### src/rtl/load_store_unit.sv
// Load/store sequencer in front of a 64-bit doubleword-indexed data memory.
// Sub-doubleword stores run as read-modify-write; loads are lane-extracted and extended.
module load_store_unit #(
    parameter int DEPTH = 1024
) (
    input  logic        clk,
    input  logic        rst_n,
    input  logic        req_valid,
    output logic        req_ready,
    input  logic        req_store,
    input  logic [2:0]  req_funct3,
    input  logic [63:0] req_addr,
    input  logic [63:0] req_wdata,
    output logic        resp_valid,
    output logic [63:0] resp_rdata,
    output logic        resp_misalign,
    output logic        resp_fault,
    output logic [63:0] mem_addr,
    output logic [63:0] mem_wdata,
    output logic        mem_wr,
    input  logic [63:0] mem_rdata
);
    typedef enum logic [1:0] {IDLE, READ, WRITE, RESP} state_t;

    localparam logic [63:0] LIMIT = 64'(DEPTH) * 64'd8;

    state_t      state;
    logic [63:0] addr_q, wdata_q, wbuf_q, rdata_q;
    logic [2:0]  f3_q;
    logic        store_q, mis_q, fault_q;

    logic        req_fault, req_mis;
    logic [5:0]  sh;
    logic [63:0] lane, ld_ext, mask, mask_sh, merged;

    always_comb begin
        req_fault = (req_addr >= LIMIT) || (req_funct3 == 3'b111) || (req_store && req_funct3[2]);
        case (req_funct3[1:0])
            2'd1:    req_mis = req_addr[0];
            2'd2:    req_mis = |req_addr[1:0];
            2'd3:    req_mis = |req_addr[2:0];
            default: req_mis = 1'b0;
        endcase
    end

    // Lane extraction and merge work on the doubleword presented during READ.
    always_comb begin
        sh   = {addr_q[2:0], 3'b000};
        lane = mem_rdata >> sh;
        case (f3_q)
            3'b000:  ld_ext = {{56{lane[7]}},  lane[7:0]};
            3'b001:  ld_ext = {{48{lane[15]}}, lane[15:0]};
            3'b010:  ld_ext = {{32{lane[31]}}, lane[31:0]};
            3'b100:  ld_ext = {56'd0, lane[7:0]};
            3'b101:  ld_ext = {48'd0, lane[15:0]};
            3'b110:  ld_ext = {32'd0, lane[31:0]};
            default: ld_ext = lane;
        endcase
        case (f3_q[1:0])
            2'd0:    mask = 64'h0000_0000_0000_00FF;
            2'd1:    mask = 64'h0000_0000_0000_FFFF;
            2'd2:    mask = 64'h0000_0000_FFFF_FFFF;
            default: mask = '1;
        endcase
        mask_sh = mask << sh;
        merged  = (mem_rdata & ~mask_sh) | ((wdata_q << sh) & mask_sh);
    end

    always_ff @(posedge clk or negedge rst_n) begin
        if (!rst_n) begin
            state   <= IDLE;
            addr_q  <= '0;
            wdata_q <= '0;
            wbuf_q  <= '0;
            rdata_q <= '0;
            f3_q    <= '0;
            store_q <= 1'b0;
            mis_q   <= 1'b0;
            fault_q <= 1'b0;
        end else begin
            case (state)
                IDLE: if (req_valid) begin
                    addr_q  <= req_addr;
                    f3_q    <= req_funct3;
                    store_q <= req_store;
                    wdata_q <= req_wdata;
                    rdata_q <= '0;
                    mis_q   <= 1'b0;
                    fault_q <= 1'b0;
                    if (req_fault) begin
                        fault_q <= 1'b1;
                        state   <= RESP;
                    end else if (req_mis) begin
                        mis_q <= 1'b1;
                        state <= RESP;
                    end else if (req_store && req_funct3[1:0] == 2'd3) begin
                        wbuf_q <= req_wdata;
                        state  <= WRITE;
                    end else begin
                        state <= READ;
                    end
                end
                READ: begin
                    if (store_q) begin
                        wbuf_q <= merged;
                        state  <= WRITE;
                    end else begin
                        rdata_q <= ld_ext;
                        state   <= RESP;
                    end
                end
                WRITE:   state <= RESP;
                default: state <= IDLE;
            endcase
        end
    end

    assign req_ready     = (state == IDLE) && rst_n;
    assign resp_valid    = (state == RESP);
    assign resp_rdata    = resp_valid ? rdata_q : '0;
    assign resp_misalign = resp_valid && mis_q;
    assign resp_fault    = resp_valid && fault_q;
    assign mem_addr      = {3'b000, addr_q[63:3]};
    assign mem_wdata     = wbuf_q;
    assign mem_wr        = (state == WRITE);
endmodule

### config.mk
export PLATFORM = sky130hd
export DESIGN_NAME = load_store_unit
export DESIGN_NICKNAME = d
export VERILOG_FILES = /design/src/rtl/load_store_unit.sv
export SDC_FILE = /design/constraint.sdc
export NUM_CORES = 1
export LEC_CHECK = 0
export ABC_AREA = 1
export BUFFER_PORTS_ARGS = -buffer_cell sky130_fd_sc_hd__buf_2
export CAP_MARGIN = 20
export CORE_ASPECT_RATIO = 0.6
export CORE_UTILIZATION = 45
export CTS_CLUSTER_SIZE = 12
export DETAILED_ROUTE_END_ITERATION = 6
export HOLD_SLACK_MARGIN = 0.15
export PLACE_DENSITY = 0.74
export SLEW_MARGIN = 20
export SYNTH_ARGS = -nofsm -noshare
export SYNTH_HDL_FRONTEND = slang
export SYNTH_SLANG_ARGS = --single-unit
### constraint.sdc
create_clock -name clk -period 1.9 [get_ports clk]
set_input_delay 0.19 -clock clk [delete_from_list [all_inputs] [get_ports clk]]
set_output_delay 0.19 -clock clk [all_outputs]
set_load 0.01 [all_outputs]
## After elaboration in Yosys (flattened, before gate mapping)

Index checks and enable logic that the tools add are counted.

- Flip-flop bits (word level): 264
- Input port bits: 199
- Word-level logic and storage cells: 75

- Magnitude comparators: 1
- Equality and inequality tests: 20
- Shifts and indexed selects: 3
- Multiplexer cells: 22
- Bitwise logic cells: 4
- Reductions and logical operators: 16

Operators by type and width:

| cell | number |
|---|---|
| $mux 64 | 8 |
| $pmux 64 s6 | 1 |
| $pmux 64 s2 | 2 |
| $pmux 64 s3 | 1 |
| $and 64x64->64 | 2 |
| $shl 64x6->64 | 2 |
| $ge 64x14->1 const B | 1 |
| $not 64->64 | 1 |
| $or 64x64->64 | 1 |
| $shr 64x6->64 | 1 |
| $eq 3x3->1 const B | 4 |
| $ne 2x2->1 const B | 6 |
| $eq 2x2->1 const B | 5 |
| $mux 2 | 4 |
| $eq 2x1->1 const B | 3 |
| $pmux 2 s3 | 1 |
| $reduce_and 6->1 | 1 |
| $logic_and 1x1->1 | 5 |
| $logic_not 2->1 | 2 |
| $mux 1 | 4 |
| $eq 3x1->1 const B | 1 |
| $eq 3x2->1 const B | 1 |
| $logic_not 3->1 | 1 |
| $pmux 1 s3 | 1 |
| other kinds (6) | 7 |

## Longest topological paths before layout

- Word-level depth: 8
- Depth in mapped cells: 15
- Gate-level depth less buffers: 13

## Worst setup path after synthesis

No wires, ideal clock.

- Path type: reg2reg
- Start: reg state[0]
- End: reg rdata_q[4]
- Data arrival time: 1.711 ns
- Slack: 0.068 ns
- Stages on the path, launching flop included: 11
- Period minus slack after synthesis: 1.832 ns
- Cells stage by stage: dfrtp_1 inv_1 ha_1 buf_2 inv_1 nor2_1 nor3_2 inv_1 clkbuf_1 a21oi_1 a22o_1

- Cells in the longest elaborated chain, start to end: 3

Ends and longest elaborated chain:

| element | RTL line | RTL |
|---|---|---|
| from (decl) | 27 | `state_t state;` |
| from (signal assigned) | 71 | `state <= IDLE;` |
| from (signal assigned) | 92 | `state <= RESP;` |
| from (signal assigned) | 95 | `state <= RESP;` |
| $eq 2x1->1 / $logic_not 2->1 (equally long branches) | 81 | `case (state)` |
| $ne 2x2->1 (no line) / $reduce_bool 2->1 (equally long branches) | -- |  |
| $reduce_and 3->1 (no line) | -- |  |
| to (signal assigned) | 108 | `rdata_q <= ld_ext;` |
| to (decl) | 28 | `logic [63:0] addr_q, wdata_q, wbuf_q, rdata_q;` |

Several ways; a longest one is shown, not always the timed one.
A chain may end at the register's enable or synchronous reset.

## Final worst setup path

- Start: reg state[1]
- End: out resp_rdata[1]

- Cells in the longest elaborated chain, start to end: 2

Ends and longest elaborated chain:

| element | RTL line | RTL |
|---|---|---|
| $eq 2x2->1 | 119 | `assign resp_valid = (state == RESP);` |
| $mux 64 | 120 | `assign resp_rdata = resp_valid ? rdata_q : '0;` |
| to (decl) | 15 | `output logic [63:0] resp_rdata,` |

No other way between the ends.

==> results.cfg <==
[sta]
whs_ns = 0.138
period_share = 1.10
relSlewSlack = 0.587
period_minus_slack_ns = 2.09
rsz0062_at_grt = true
clock_skew_ns = 0.00884
fmax_ghz = 0.478
tightest_slew_ns = 0.613
setup_viol = 163
hold_viol_final = 0
slew_violations = 0
worst_slack_ns = -0.191

[route]
drcViolationCount = 24
vias_per_cell = 5.74
wirelength_um = 87400
dr.pass1.iters = 7
vias = 20628
ant_nets = 0
drt_iter0_markers = 2808
avgRoutedWirePerCell_um = 24.3

[pwr]
clkPwrFrac = 0.111
p_sw_frac = 0.511
combinationalPowerShare = 0.663
ir_worst_vdd_mv = 0.953
p_seq_frac = 0.226
power.switching_w = 0.0235
intPower_w = 0.0225
pwr_density_cell_mw_per_mm2 = 1920
p_leak_nw = 13.4
p_total_w = 0.0460

[logic_synthesis]
ys_async_sr_fraction = 1.00
syn_avg_cell_area_um2 = 6.59
synthTopCellsByArea = dfrtp_1 (40%), nand2_1 (26%), nand3_1 (6.2%)
synth_ff_type = dfrtp_1
synth.most_common_cell = nand2_1
seq_area_frac_synth = 0.398
ys_ff_latch = 264
syn_area_mm2 = 0.0166
synthCells = 2520
synth.distinct_cells = 40
synth_commonest_cells = nand2_1 (1,162), dfrtp_1 (264), nand3_1 (204)
yosysTopAreaCell = dfrtp_1
yosys_warnings = 0
synth-edff-count = 0
synth_top_area_frac = 0.398

[cts]
tritoncts = done
htreeDepth = 1
clkLatencyLatePin_ns = 0.58
clock_sinks = 264
cts_root_buf = clkbuf_16
clockBufferDepth = 3
cts_buffers = 27
clk_pin_slew_ns = 0.06

[floorplanning]
die_width_um = 250
core_area_mm2 = 0.0363
start_util = 0.457
rows = 54
die_h_um = 151
dieArea_mm2 = 0.0377
ioPinCount = 396

[cells_and_area]
instances_no_fill = 3596
drive_above_1_share = 0.291
nets = 3310
syn_to_final_growth_pct = 44.5

[critical_path]
worstSetupPathType = flip-flop to output pin
start_kind = flip-flop
cp.arrival_ns = 1.90
cp_max_fo = 8
required_ns = 1.71
end_kind = output pin
cp_slowest_stage_delay_ns = 0.39
cp_slowest_cell = dfrtp_1
crit_path_cell_trace = buf_6, ha_4, buf_12, clkbuf_16, nand2_1, inv_1, buf_2

[placed_design]
dp.final_hpwl_um = 60200
io_buffers = 392
dp.cells = 3361
place.gp.congestion = 1.01

[global_routing]
grt_start_max_net_pins = 100
overflow = 0
antenna_found_initial = 1
grt_usage = 0.435
grt_first_pass_wirelength_um = 120000
grt_pass1_vias = 18501

[outcome]
status = complete, but fails checks
violations = design-rule violations, negative setup slack

[min_path]
min-delay-path-class = primary input to flip-flop

[run]
drv_cap = 0
-- placed cells by master (no fill, tap or decap), types with 5 or more instances in the layout --
master,instances
nand2_1,1084
buf_2,374
dfrtp_1,261
inv_1,176
nand3_1,173
buf_4,147
dlygate4sd3_1,144
o21ai_0,111
nor2_1,86
a21oi_1,68
nand2_2,67
o21ai_2,57
buf_12,44
o21ai_1,40
buf_6,40
clkbuf_16,33
nand3_2,29
nand2_4,18
inv_2,17
o22ai_1,14
o211ai_1,13
o21ai_4,13
buf_16,11
a22oi_2,9
a22o_1,8
a21oi_2,7
o21a_1,7
clkbuf_1,7
nand3_4,6
a22oi_1,5
-- power by group through the flow --
stage / Combinational, W / Sequential (W) / Clock (W)
2_1_floorplan: 0.0140 / 0.00966 / 0
3_3_place_gp: 0.0236 / 0.0100 / 0
3_5_place_dp: 0.0239 / 0.0100 / 0
4_1_cts: 0.0275 / 0.0100 / 0.00506
5_1_grt: 0.0321 / 0.0105 / 0.00525
6_report: 0.0305 / 0.0104 / 0.00512
-- critical path: cells and delay by family (launching register included) --
kind	cells	cell delay, ns
adder cells (fa/ha/maj)	1	0.17
buffers and inverters	5	0.66
flip-flops	1	0.39
AND/OR/NAND/NOR	1	0.08
-- layout make-up --
cell class	instances	area, um2
antenna	1	2.50
clock buffer	37	743
clock inverter	4	26.3
fill	3135	12400
inverter	197	771
multi-input combinational	1846	8930
sequential	264	6610
tap	476	596
timing repair buffer	771	6310
-- metrics by stage --
| step | setup WS, ns | util | instance area (um2) | TNS (ns) |
|---|---|---|---|---|
| after floorplan | 0.0679 | - | 16600 | 0 |
| after global placement | -0.185 | 0.544 | 19800 | -1.72 |
| after detailed placement | -0.197 | 0.544 | 19800 | -4.22 |
| after CTS | -0.150 | 0.639 | 23200 | -8.54 |
| after global routing | -0.231 | 0.660 | 24000 | -31.84 |
| final | -0.191 | 0.660 | 24000 | -16.33 |
-- registers in the layout (all words and copies together) (netlist names) --
register,flops
f3_q,3
fault_q,1
rdata_q,64
mis_q,1
mem_wdata,64
state,2
store_q,1
addr_q,64
wdata_q,64
-- layer usage --
metal  global-route usage  up-vias  part of all wire  routed length (um)
li1                     -     9047                 -                   -
met1                0.658     9958              0.43               38000
met5                    0        -           0.00097                  85
met2                0.596     1439              0.39               34400
met4               0.0850        3             0.024                2120
met3                0.143      181              0.15               12800
-- what timing repair did --
| item | CTS | global route |
|---|---|---|
| setup buffers | 16 | 13 |
| pin swaps | 44 | 72 |
| resized for setup | 232 | 127 |
| hold endpoints to repair | 466 | 0 |
| hold buffers | 145 | 0 |
| setup endpoints to repair | 156 | 255 |
| gates cloned | 14 | 9 |
-- logic make-up (layout without fill, tap and decap cells) --
family / count (synthesis) / in the layout / share of synthesized area
AOI/OAI and AO/OA: 360 / 360 / 0.123
adders and majority gates: 4 / 4 / 0.00302
buffers and inverters: 412 / 1009 / 0.119
DFF: 264 / 264 / 0.398
other: 1 / 4 / 0.000226
and+or+nand+nor: 1479 / 1479 / 0.357
-- path summary, 6_finish.rpt --
| kind | from | end | slack (ns) | depth (start not counted) |
|---|---|---|---|---|
| max | state[1] | resp_rdata[1] | -0.19 | 7 |
| min | mem_rdata[45] | mem_wdata[45] | 0.14 | 7 |
| max reg2reg | addr_q[0] | rdata_q[62] | -0.15 | 12 |
| min reg2reg | mem_wdata[2] | mem_wdata[2] | 0.47 | 2 |
| max in group asynchronous | rst_n | rdata_q[58] | 1.17 | 3 |
| min in group asynchronous | rst_n | addr_q[49] | 0.22 | 3 |
No activity file was read; power rests on OpenSTA's default activity.
